--- src/rtl/serial_pkg.sv ---
// Shared types and constants for the serial deframer.
package serial_pkg;

  typedef enum logic [1:0] {
    StHunt,
    StData,
    StCheck
  } state_e;

  localparam int unsigned DefWidth    = 8;
  localparam logic [7:0]  DefSyncWord = 8'hA5;

  // Counter width able to hold 0..n-1; never narrower than one bit.
  function automatic int unsigned cnt_w(input int unsigned n);
    return (n > 1) ? $clog2(n) : 1;
  endfunction

endpackage

--- src/rtl/serial_deframer_if.sv ---
// Serial input and word output bundle of the deframer.
interface serial_deframer_if #(
  parameter int unsigned WIDTH = 8
) ();

  logic             din;
  logic             din_en;
  logic [WIDTH-1:0] word_out;
  logic             word_valid;
  logic             word_ready;
  logic             locked;
  logic             sync_err;
  logic             overflow;
  logic             clear_ovf;

  modport slave (
    input  din, din_en, word_ready, clear_ovf,
    output word_out, word_valid, locked, sync_err, overflow
  );

  modport master (
    output din, din_en, word_ready, clear_ovf,
    input  word_out, word_valid, locked, sync_err, overflow
  );

endinterface

--- src/rtl/word_fifo2.sv ---
// Two-entry synchronous FIFO; a push into a full FIFO succeeds only with a same-cycle pop.
module word_fifo2 #(
  parameter int unsigned WIDTH = 8
) (
  input  logic             clk,
  input  logic             rst,
  input  logic             push_i,
  input  logic [WIDTH-1:0] data_i,
  input  logic             pop_i,
  output logic             full_o,
  output logic             empty_o,
  output logic [WIDTH-1:0] head_o
);

  logic [WIDTH-1:0] mem_q [2];
  logic [WIDTH-1:0] mem_d [2];
  logic [1:0]       cnt_q, cnt_d;
  logic [1:0]       level;
  logic             pop_eff, push_eff;

  // Next occupancy and contents: apply the pop first, then append the push.
  always_comb begin
    mem_d    = mem_q;
    pop_eff  = pop_i && (cnt_q != 2'd0);
    push_eff = push_i && ((cnt_q != 2'd2) || pop_eff);
    level    = cnt_q - {1'b0, pop_eff};
    if (pop_eff) begin
      mem_d[0] = mem_q[1];
    end
    if (push_eff) begin
      mem_d[level[0]] = data_i;
    end
    cnt_d = level + {1'b0, push_eff};
  end

  // Storage and occupancy registers.
  always_ff @(posedge clk or negedge rst) begin
    if (!rst) begin
      mem_q[0] <= '0;
      mem_q[1] <= '0;
      cnt_q    <= 2'd0;
    end else begin
      mem_q <= mem_d;
      cnt_q <= cnt_d;
    end
  end

  assign full_o  = (cnt_q == 2'd2);
  assign empty_o = (cnt_q == 2'd0);
  assign head_o  = mem_q[0];

endmodule

--- src/rtl/serial_deframer.sv ---
// Hunts a sync word in a serial stream, packs the following bits into words and
// re-checks sync after every frame of FRAME_WORDS words.
module serial_deframer
  import serial_pkg::*;
#(
  parameter int unsigned      WIDTH       = DefWidth,
  parameter logic [WIDTH-1:0] SYNC_WORD   = DefSyncWord,
  parameter int unsigned      FRAME_WORDS = 4
) (
  input logic               clk,
  input logic               rst,
  serial_deframer_if.slave  bus
);

  localparam int unsigned      BitW     = cnt_w(WIDTH);
  localparam int unsigned      WordW    = cnt_w(FRAME_WORDS);
  localparam logic [BitW-1:0]  BitLast  = BitW'(WIDTH - 1);
  localparam logic [BitW-1:0]  BitOne   = BitW'(1);
  localparam logic [WordW-1:0] WordLast = WordW'(FRAME_WORDS - 1);
  localparam logic [WordW-1:0] WordOne  = WordW'(1);

  state_e            state_q, state_d;
  logic [WIDTH-1:0]  sr_q, sr_d, nxt;
  logic [BitW-1:0]   bitcnt_q, bitcnt_d;
  logic [WordW-1:0]  wordcnt_q, wordcnt_d;
  logic              locked_q, locked_d;
  logic              sync_err_q, sync_err_d;
  logic              overflow_q, overflow_d;
  logic              push, pop, full, empty;

  // Framing FSM, counters and sticky overflow next-state.
  always_comb begin
    nxt        = {sr_q[WIDTH-2:0], bus.din};
    sr_d       = bus.din_en ? nxt : sr_q;
    state_d    = state_q;
    bitcnt_d   = bitcnt_q;
    wordcnt_d  = wordcnt_q;
    sync_err_d = 1'b0;
    push       = 1'b0;
    if (bus.din_en) begin
      unique case (state_q)
        StHunt: begin
          if (nxt == SYNC_WORD) begin
            state_d   = StData;
            bitcnt_d  = '0;
            wordcnt_d = '0;
          end
        end
        StData: begin
          if (bitcnt_q == BitLast) begin
            push     = 1'b1;
            bitcnt_d = '0;
            if (wordcnt_q == WordLast) begin
              state_d = StCheck;
            end else begin
              wordcnt_d = wordcnt_q + WordOne;
            end
          end else begin
            bitcnt_d = bitcnt_q + BitOne;
          end
        end
        StCheck: begin
          if (bitcnt_q == BitLast) begin
            bitcnt_d = '0;
            if (nxt == SYNC_WORD) begin
              state_d   = StData;
              wordcnt_d = '0;
            end else begin
              state_d    = StHunt;
              sync_err_d = 1'b1;
            end
          end else begin
            bitcnt_d = bitcnt_q + BitOne;
          end
        end
        default: state_d = StHunt;
      endcase
    end
    locked_d = (state_d == StData) || (state_d == StCheck);
    // A new drop beats a same-cycle clear.
    if (push && full && !pop) begin
      overflow_d = 1'b1;
    end else if (bus.clear_ovf) begin
      overflow_d = 1'b0;
    end else begin
      overflow_d = overflow_q;
    end
  end

  // State, shift register, counters and registered status outputs.
  always_ff @(posedge clk or negedge rst) begin
    if (!rst) begin
      state_q    <= StHunt;
      sr_q       <= '0;
      bitcnt_q   <= '0;
      wordcnt_q  <= '0;
      locked_q   <= 1'b0;
      sync_err_q <= 1'b0;
      overflow_q <= 1'b0;
    end else begin
      state_q    <= state_d;
      sr_q       <= sr_d;
      bitcnt_q   <= bitcnt_d;
      wordcnt_q  <= wordcnt_d;
      locked_q   <= locked_d;
      sync_err_q <= sync_err_d;
      overflow_q <= overflow_d;
    end
  end

  assign pop = bus.word_ready && !empty;

  word_fifo2 #(
    .WIDTH (WIDTH)
  ) u_fifo (
    .clk     (clk),
    .rst     (rst),
    .push_i  (push),
    .data_i  (nxt),
    .pop_i   (pop),
    .full_o  (full),
    .empty_o (empty),
    .head_o  (bus.word_out)
  );

  assign bus.word_valid = !empty;
  assign bus.locked     = locked_q;
  assign bus.sync_err   = sync_err_q;
  assign bus.overflow   = overflow_q;

endmodule

--- src/flat_wrapper.sv ---
// flat-port wrapper written by rule: the top's interface ports become plain ports
module serial_deframer_flat import serial_pkg::*;
#(
  parameter int unsigned      WIDTH       = DefWidth,
  parameter logic [WIDTH-1:0] SYNC_WORD   = DefSyncWord,
  parameter int unsigned      FRAME_WORDS = 4
)
  (clk, rst, bus_din, bus_din_en, bus_word_ready, bus_clear_ovf, bus_word_out, bus_word_valid, bus_locked, bus_sync_err, bus_overflow);
  serial_deframer_if #(.WIDTH(WIDTH)) bus_i ();
  input logic clk;
  input logic rst;
  input wire logic [$bits(bus_i.din)-1:0] bus_din;
  input wire logic [$bits(bus_i.din_en)-1:0] bus_din_en;
  input wire logic [$bits(bus_i.word_ready)-1:0] bus_word_ready;
  input wire logic [$bits(bus_i.clear_ovf)-1:0] bus_clear_ovf;
  output wire logic [$bits(bus_i.word_out)-1:0] bus_word_out;
  output wire logic [$bits(bus_i.word_valid)-1:0] bus_word_valid;
  output wire logic [$bits(bus_i.locked)-1:0] bus_locked;
  output wire logic [$bits(bus_i.sync_err)-1:0] bus_sync_err;
  output wire logic [$bits(bus_i.overflow)-1:0] bus_overflow;
  assign bus_i.din = bus_din;
  assign bus_i.din_en = bus_din_en;
  assign bus_i.word_ready = bus_word_ready;
  assign bus_i.clear_ovf = bus_clear_ovf;
  assign bus_word_out = bus_i.word_out;
  assign bus_word_valid = bus_i.word_valid;
  assign bus_locked = bus_i.locked;
  assign bus_sync_err = bus_i.sync_err;
  assign bus_overflow = bus_i.overflow;
  serial_deframer #(.WIDTH(WIDTH), .SYNC_WORD(SYNC_WORD), .FRAME_WORDS(FRAME_WORDS)) u_core (.clk(clk), .rst(rst), .bus(bus_i));
endmodule
--- config.mk ---
export PLATFORM = sky130hd
export DESIGN_NAME = serial_deframer_flat
export DESIGN_NICKNAME = d
export VERILOG_FILES = /design/src/rtl/serial_pkg.sv /design/src/rtl/serial_deframer_if.sv /design/src/rtl/word_fifo2.sv /design/src/rtl/serial_deframer.sv /design/src/flat_wrapper.sv
export SDC_FILE = /design/constraint.sdc
export NUM_CORES = 1
export LEC_CHECK = 0
export CAP_MARGIN = 15
export CELL_PAD_IN_SITES_DETAIL_PLACEMENT = 0
export CELL_PAD_IN_SITES_GLOBAL_PLACEMENT = 1
export CORE_ASPECT_RATIO = 0.8
export CORE_UTILIZATION = 35
export CTS_BUF_LIST = sky130_fd_sc_hd__clkbuf_4
export DETAILED_ROUTE_END_ITERATION = 10
export PLACE_DENSITY_LB_ADDON = 0.3
export SLEW_MARGIN = 10
export SYNTH_ARGS = -nofsm -noshare
export SYNTH_HDL_FRONTEND = slang
export SYNTH_SLANG_ARGS = --single-unit
--- constraint.sdc ---
create_clock -name clk -period 3.01 [get_ports clk]
set_clock_uncertainty 0.15 [all_clocks]
set_input_delay 0.4515 -clock clk [delete_from_list [all_inputs] [get_ports clk]]
set_output_delay 0.4515 -clock clk [all_outputs]
set_load 0.02 [all_outputs]
==> results of run 1 <==
stage by stage:
step / area, um2 / power [W] / setup WS (ns) / std cells
detailed placement: 1940 / 0.000825 / 0.553 / 214
floorplan: 1750 / 0.000737 / 0.457 / 147
CTS: 2010 / 0.00116 / 0.669 / 222
global route: 2010 / 0.00121 / 0.491 / 222
global placement: 1940 / 0.000812 / 0.595 / 214
finish: 2010 / 0.00114 / 0.671 / 222
cell usage after synthesis (3+ instances only):
| cell type | instances |
|---|---|
| dfrtp_1 | 35 |
| mux2_2 | 16 |
| ha_1 | 10 |
| buf_4 | 9 |
| inv_1 | 8 |
| mux2i_1 | 8 |
| nand2_1 | 8 |
| a22o_1 | 6 |
| o21ai_0 | 6 |
| nor2_1 | 4 |
| clkbuf_1 | 3 |
| o21ai_1 | 3 |
logic make-up after synthesis:
group | count (synthesis)
compound gates | 24
xor+xnor | 3
buf+inv | 21
flops | 35
mux | 24
simple gates | 30
fa+ha+maj | 10
worst max-delay path, stage by stage, from the launching register on:
cell     delay [ns]
dfrtp_1        0.39
ha_1           0.18
ha_1           0.29
and3_1         0.27
and2_1         0.15
ha_1           0.41
mux2_2         0.38
final cells by class:
class                      instances  share of cell area [%]
timing repair buffer              20                    9.57
clock buffer                       5                    1.86
clock inverter                     3                    1.93
sequential                        35                    43.5
inverter                           8                    1.49
multi-input combinational         91                    38.0
tap                               60                    3.73
final timing paths:
check | startpoint | to | slack [ns] | cells after the start
min in group asynchronous | rst | u_core.u_fifo.head_o[1] | 0.38 | 2
hold / removal | u_core.u_fifo.cnt_q[1] | u_core.u_fifo.cnt_q[1] | 0.36 | 1
setup / recovery | u_core.bitcnt_q[0] | register | 0.67 | 6
hold reg to reg | u_core.u_fifo.cnt_q[1] | u_core.u_fifo.cnt_q[1] | 0.36 | 1
setup reg to reg | u_core.bitcnt_q[0] | register | 0.67 | 6
max in group asynchronous | rst | u_core.bitcnt_q[0] | 2.02 | 2
layer usage:
| metal | GRT usage, % | vias up | wire (um) |
|---|---|---|---|
| met5 | 0 | - | 0 |
| met3 | 4.03 | 6 | 141 |
| li1 | - | 539 | - |
| met1 | 18.8 | 551 | 1530 |
| met2 | 20.9 | 32 | 1410 |
| met4 | 6.25 | 0 | 42 |
power by group through the flow:
stage,sequential [W],combinational (W),clock (W)
final,0.000563,0.000250,0.000327
after global routing,0.000571,0.000279,0.000361
after CTS,0.000563,0.000254,0.000343
after detailed placement,0.000572,0.000253,0
after global placement,0.000570,0.000241,0
after floorplan,0.000563,0.000173,0
==> flow_metrics.tcl, run 1 <==
set metrics [dict create \
    yosys-top-cells-area "dfrtp_1 (50%), mux2_2 (10%), ha_1 (7.1%), mux2i_1 (4.6%), buf_4 (3.9%)" \
    clockBufferDepth 2 \
    synth-compound-area-share_pct 10.3 \
    synth_area_um2 1750 \
    syn_to_final_growth_pct 14.8 \
    fillers 441 \
    cts.htree.levels 2 \
    status "finished clean" \
    ys.flop_type "dfrtp_1" \
    cts-buffers-inserted 5 \
    p_int_w 0.000812 \
    dp_hpwl_um 2190 \
    routed_wl_um 3120 \
    required_ns 3.08 \
    start_kind "register" \
    post_cts_resized 0 \
    seq_area_frac_synth_pct 49.9 \
    pwr-share-comb_pct 21.9 \
    drc 0 \
    synth.area.mux_share_pct 14.8 \
    fin_crit_sh_pct 77.7 \
    hold_slack_ns 0.360 \
    grt_usage_pct 14.0 \
    p_per_area_nw_per_um2 566 \
    fin_util_pct 42.8 \
    wl_per_cell_um 14.0 \
    multiInputGateArea_um2 764 \
    final_common_cell "dfrtp_1" \
    drt-initial-drc-count 57 \
    layout_common_cells "dfrtp_1 (35), clkdlybuf4s50_1 (17), mux2_2 (16)" \
    initial_core_util_pct 37.3 \
    cts.reportedPaths.clkPinSlew_ns 0.10 \
    yosysTopAreaCellShare_pct 49.9 \
    setup_viol 0 \
    rsz0062_at_grt "false" \
    tightest_slew_ns 0.506 \
    switchingPower_w 0.000327 \
    cts-root-buf "clkbuf_4" \
    seqPwrFrac_pct 49.4 \
    crit_path_max_fanout 9 \
    netSwitchingFraction_pct 28.7 \
    ff_latch_area_um2 876 \
    slew_headroom_pct 66.3 \
    grt_max_degree 36 \
    period_minus_slack_ns 2.34 \
    ys_warn_count 0 \
    first_pass_iters 4 \
    globalplace.congestion 0.765 \
    ys_async_sr_fraction_pct 100 \
    final_layout_size_suffix_gt1_share_pct 21.0 \
    ir_drop_mv 0.267 \
    cts_tree "built" \
    globalRoute.totalOverflow 0 \
    fmax_mhz 428 \
    synth_cell_types 37 \
    synth-edff-count 0 \
    final_nets 177 \
    ios 18 \
    antenna_found_initial 0 \
    leakage_nw 0.965 \
    clk_latency_ns 0.33 \
    drv_cap 0 \
    netlist_instances 147 \
    synth_top_family_by_area "multiplexers" \
    ant_nets 0 \
    numPortBuffers 17 \
    clkPwrFrac_pct 28.7 \
    row_count 22 \
    ys_ff_latch 35 \
    clock_sinks 35 \
    diodes 0 \
    synthAdderAreaFrac_pct 7.13 \
    grt_pass1_vias 1159 \
    cts_setup_buffers 0 \
    syn_nets 163 \
    grt_pass1_wl_um 5520 \
    fp.coreArea_um2 4710 \
    tns_ns 0 \
    path_class "register to register" \
    synthSimpleGateAreaFrac_pct 9.77 \
    die_h_um 65.3 \
    die_w_um 81.2 \
    vias 1128 \
    yosys.area.top_type "dfrtp_1" \
    hold_violations 0 \
    yosys.area_share.xor_xnor_pct 1.50 \
    arrival_ns 2.41 \
    synth.avg_cell_area_um2 11.9 \
    end_kind "register" \
    vias_per_cell 5.08 \
    dieArea_um2 5300 \
    slew_violations 0 \
    postCtsHoldBufs 0 \
    hold_class "register to register" \
]
Note: power is estimated with default switching activity, not from simulation.
==> inputs of run 2 (changes only) <==
Clock period 3.01 ns to 2.39 ns, I/O delays scaled along.
==> flow_metrics.tcl, run 2 (synthesis gave the netlist of run 1 again) <==
set metrics [dict create \
    status "finished clean" \
    die_h_um 65.3 \
    period_minus_slack_ns 2.24 \
    final_common_cell "dfrtp_1" \
    worstRegToRegCells 7 \
    numPortBuffers 17 \
    netSwitchingFraction_pct 30.3 \
    place_ws_ns 0.0443 \
    drc 0 \
    clock_sinks 35 \
    path_class "register to register" \
    initial_core_util_pct 37.3 \
    r2r_slack_ns 0.15 \
    wl_per_cell_um 13.6 \
    post_cts_resized 0 \
    cts.htree.levels 2 \
    final_layout_size_suffix_gt1_share_pct 21.5 \
    diodes 0 \
    setup_viol 0 \
    globalRoute.totalOverflow 0 \
    grt_max_degree 36 \
    tns_ns 0 \
    first_pass_iters 4 \
    cts_tree "built" \
    globalplace.congestion 0.739 \
    ant_nets 0 \
    rsz0062_at_grt "false" \
    arrival_ns 2.29 \
    postCtsHoldBufs 0 \
    drv_cap 0 \
    cts_setup_buffers 0 \
    antenna_found_initial 0 \
    slew_headroom_pct 66.0 \
    path_cells "or2_2, nand2_4, inv_1, ha_1, inv_1, ha_1, mux2_2" \
    clkPwrFrac_pct 21.8 \
    ios 18 \
    die_w_um 81.2 \
    routed_wl_um 3040 \
    p_per_area_nw_per_um2 657 \
    critPathTopFamily "adder cells" \
    syn_to_final_growth_pct 14.3 \
    ir_drop_mv 0.373 \
    dp_hpwl_um 2170 \
    cts-root-buf "clkbuf_4" \
    clockBufferDepth 2 \
    final_nets 179 \
    crit_path_max_fanout 9 \
    slew_violations 0 \
    cts-buffers-inserted 5 \
    cpMaxStageDelayCell "dfrtp_1" \
    hold_class "primary input to asynchronous set/reset pin" \
    start_kind "register" \
    tightest_slew_ns 0.510 \
    row_count 22 \
    r2r-start "u_core.u_fifo.cnt_q[1]" \
    leakage_nw 0.964 \
    critPathLaunch "u_core.u_fifo.cnt_q[1]" \
    seqPwrFrac_pct 53.8 \
    switchingPower_w 0.000398 \
    end_kind "register" \
    cp_num_buf_inv 2 \
    vias_per_cell 5.06 \
    fp.coreArea_um2 4710 \
    cts.reportedPaths.clkPinSlew_ns 0.10 \
    grt_usage_pct 13.3 \
    drt-initial-drc-count 82 \
    clk_latency_ns 0.32 \
    worst_slack_ns 0.151 \
    vias 1128 \
    layout_common_cells "dfrtp_1 (35), clkdlybuf4s50_1 (17), mux2_2 (16)" \
    required_ns 2.44 \
    cp.depth 7 \
    p_int_w 0.000918 \
    hold_slack_ns 0.286 \
    dieArea_um2 5300 \
    slowest_delay_ns 0.41 \
    pwr-share-comb_pct 24.4 \
    fin_crit_sh_pct 93.7 \
    fmax_mhz 447 \
    hold_violations 0 \
    grt_pass1_vias 1132 \
    grt_pass1_wl_um 5240 \
]
[run 2: cell count changes in the layout (fill, tap and decap cells not counted), sizes merged]
cell / before / now
buf: 3 / 5
bufinv: 1 / 0
[run 2: worst min path at each step]
stage / startpoint / to / slack (ns) / cells after the start
after CTS: rst / u_core.u_fifo.head_o[0] / 0.29 / 2
after global placement: u_core.u_fifo.cnt_q[1] / u_core.u_fifo.cnt_q[1] / 0.32 / 1
after global routing: rst / u_core.u_fifo.head_o[0] / 0.31 / 2
after detailed placement: u_core.u_fifo.cnt_q[1] / u_core.u_fifo.cnt_q[1] / 0.32 / 1
final: rst / u_core.u_fifo.head_o[0] / 0.29 / 2
after floorplan: rst / asynchronous set/reset pin / -0.09 / 0
[run 2: area by class of cell]
class,instances,area [um2]
clock inverters,2,8.76
repair buffers,22,208
flip-flops and latches,35,876
well taps,60,75.1
multi-input cells,91,769
fillers,456,2700
inverters,8,30.0
clock buffers,5,37.5
[run 2: power groups by stage]
stage | clock network [W] | registers, W | logic [W]
global route | 0.000329 | 0.000719 | 0.000362
global placement | 0 | 0.000719 | 0.000319
finish | 0.000286 | 0.000708 | 0.000322
CTS | 0.000307 | 0.000709 | 0.000327
detailed placement | 0 | 0.000721 | 0.000324
floorplan | 0 | 0.000709 | 0.000223
[run 2: per-stage QoR]
stage | area (um2) | util [%] | power [W] | std cells
after floorplan | 1760 | - | 0.000933 | 147
after global placement | 1960 | 41.6 | 0.00104 | 216
after detailed placement | 1960 | 41.6 | 0.00104 | 216
after CTS | 2000 | 42.6 | 0.00134 | 223
after global routing | 2000 | 42.6 | 0.00141 | 223
final | 2000 | 42.6 | 0.00132 | 223
[run 2: metal layers]
metal / up-vias / part of all wire [%] / track usage (%)
met4: 0 / 0.79 / 4.69
met5: - / 0 / 0
met3: 2 / 4.0 / 4.17
met1: 566 / 50 / 17.1
met2: 20 / 45 / 20.8
li1: 540 / - / -
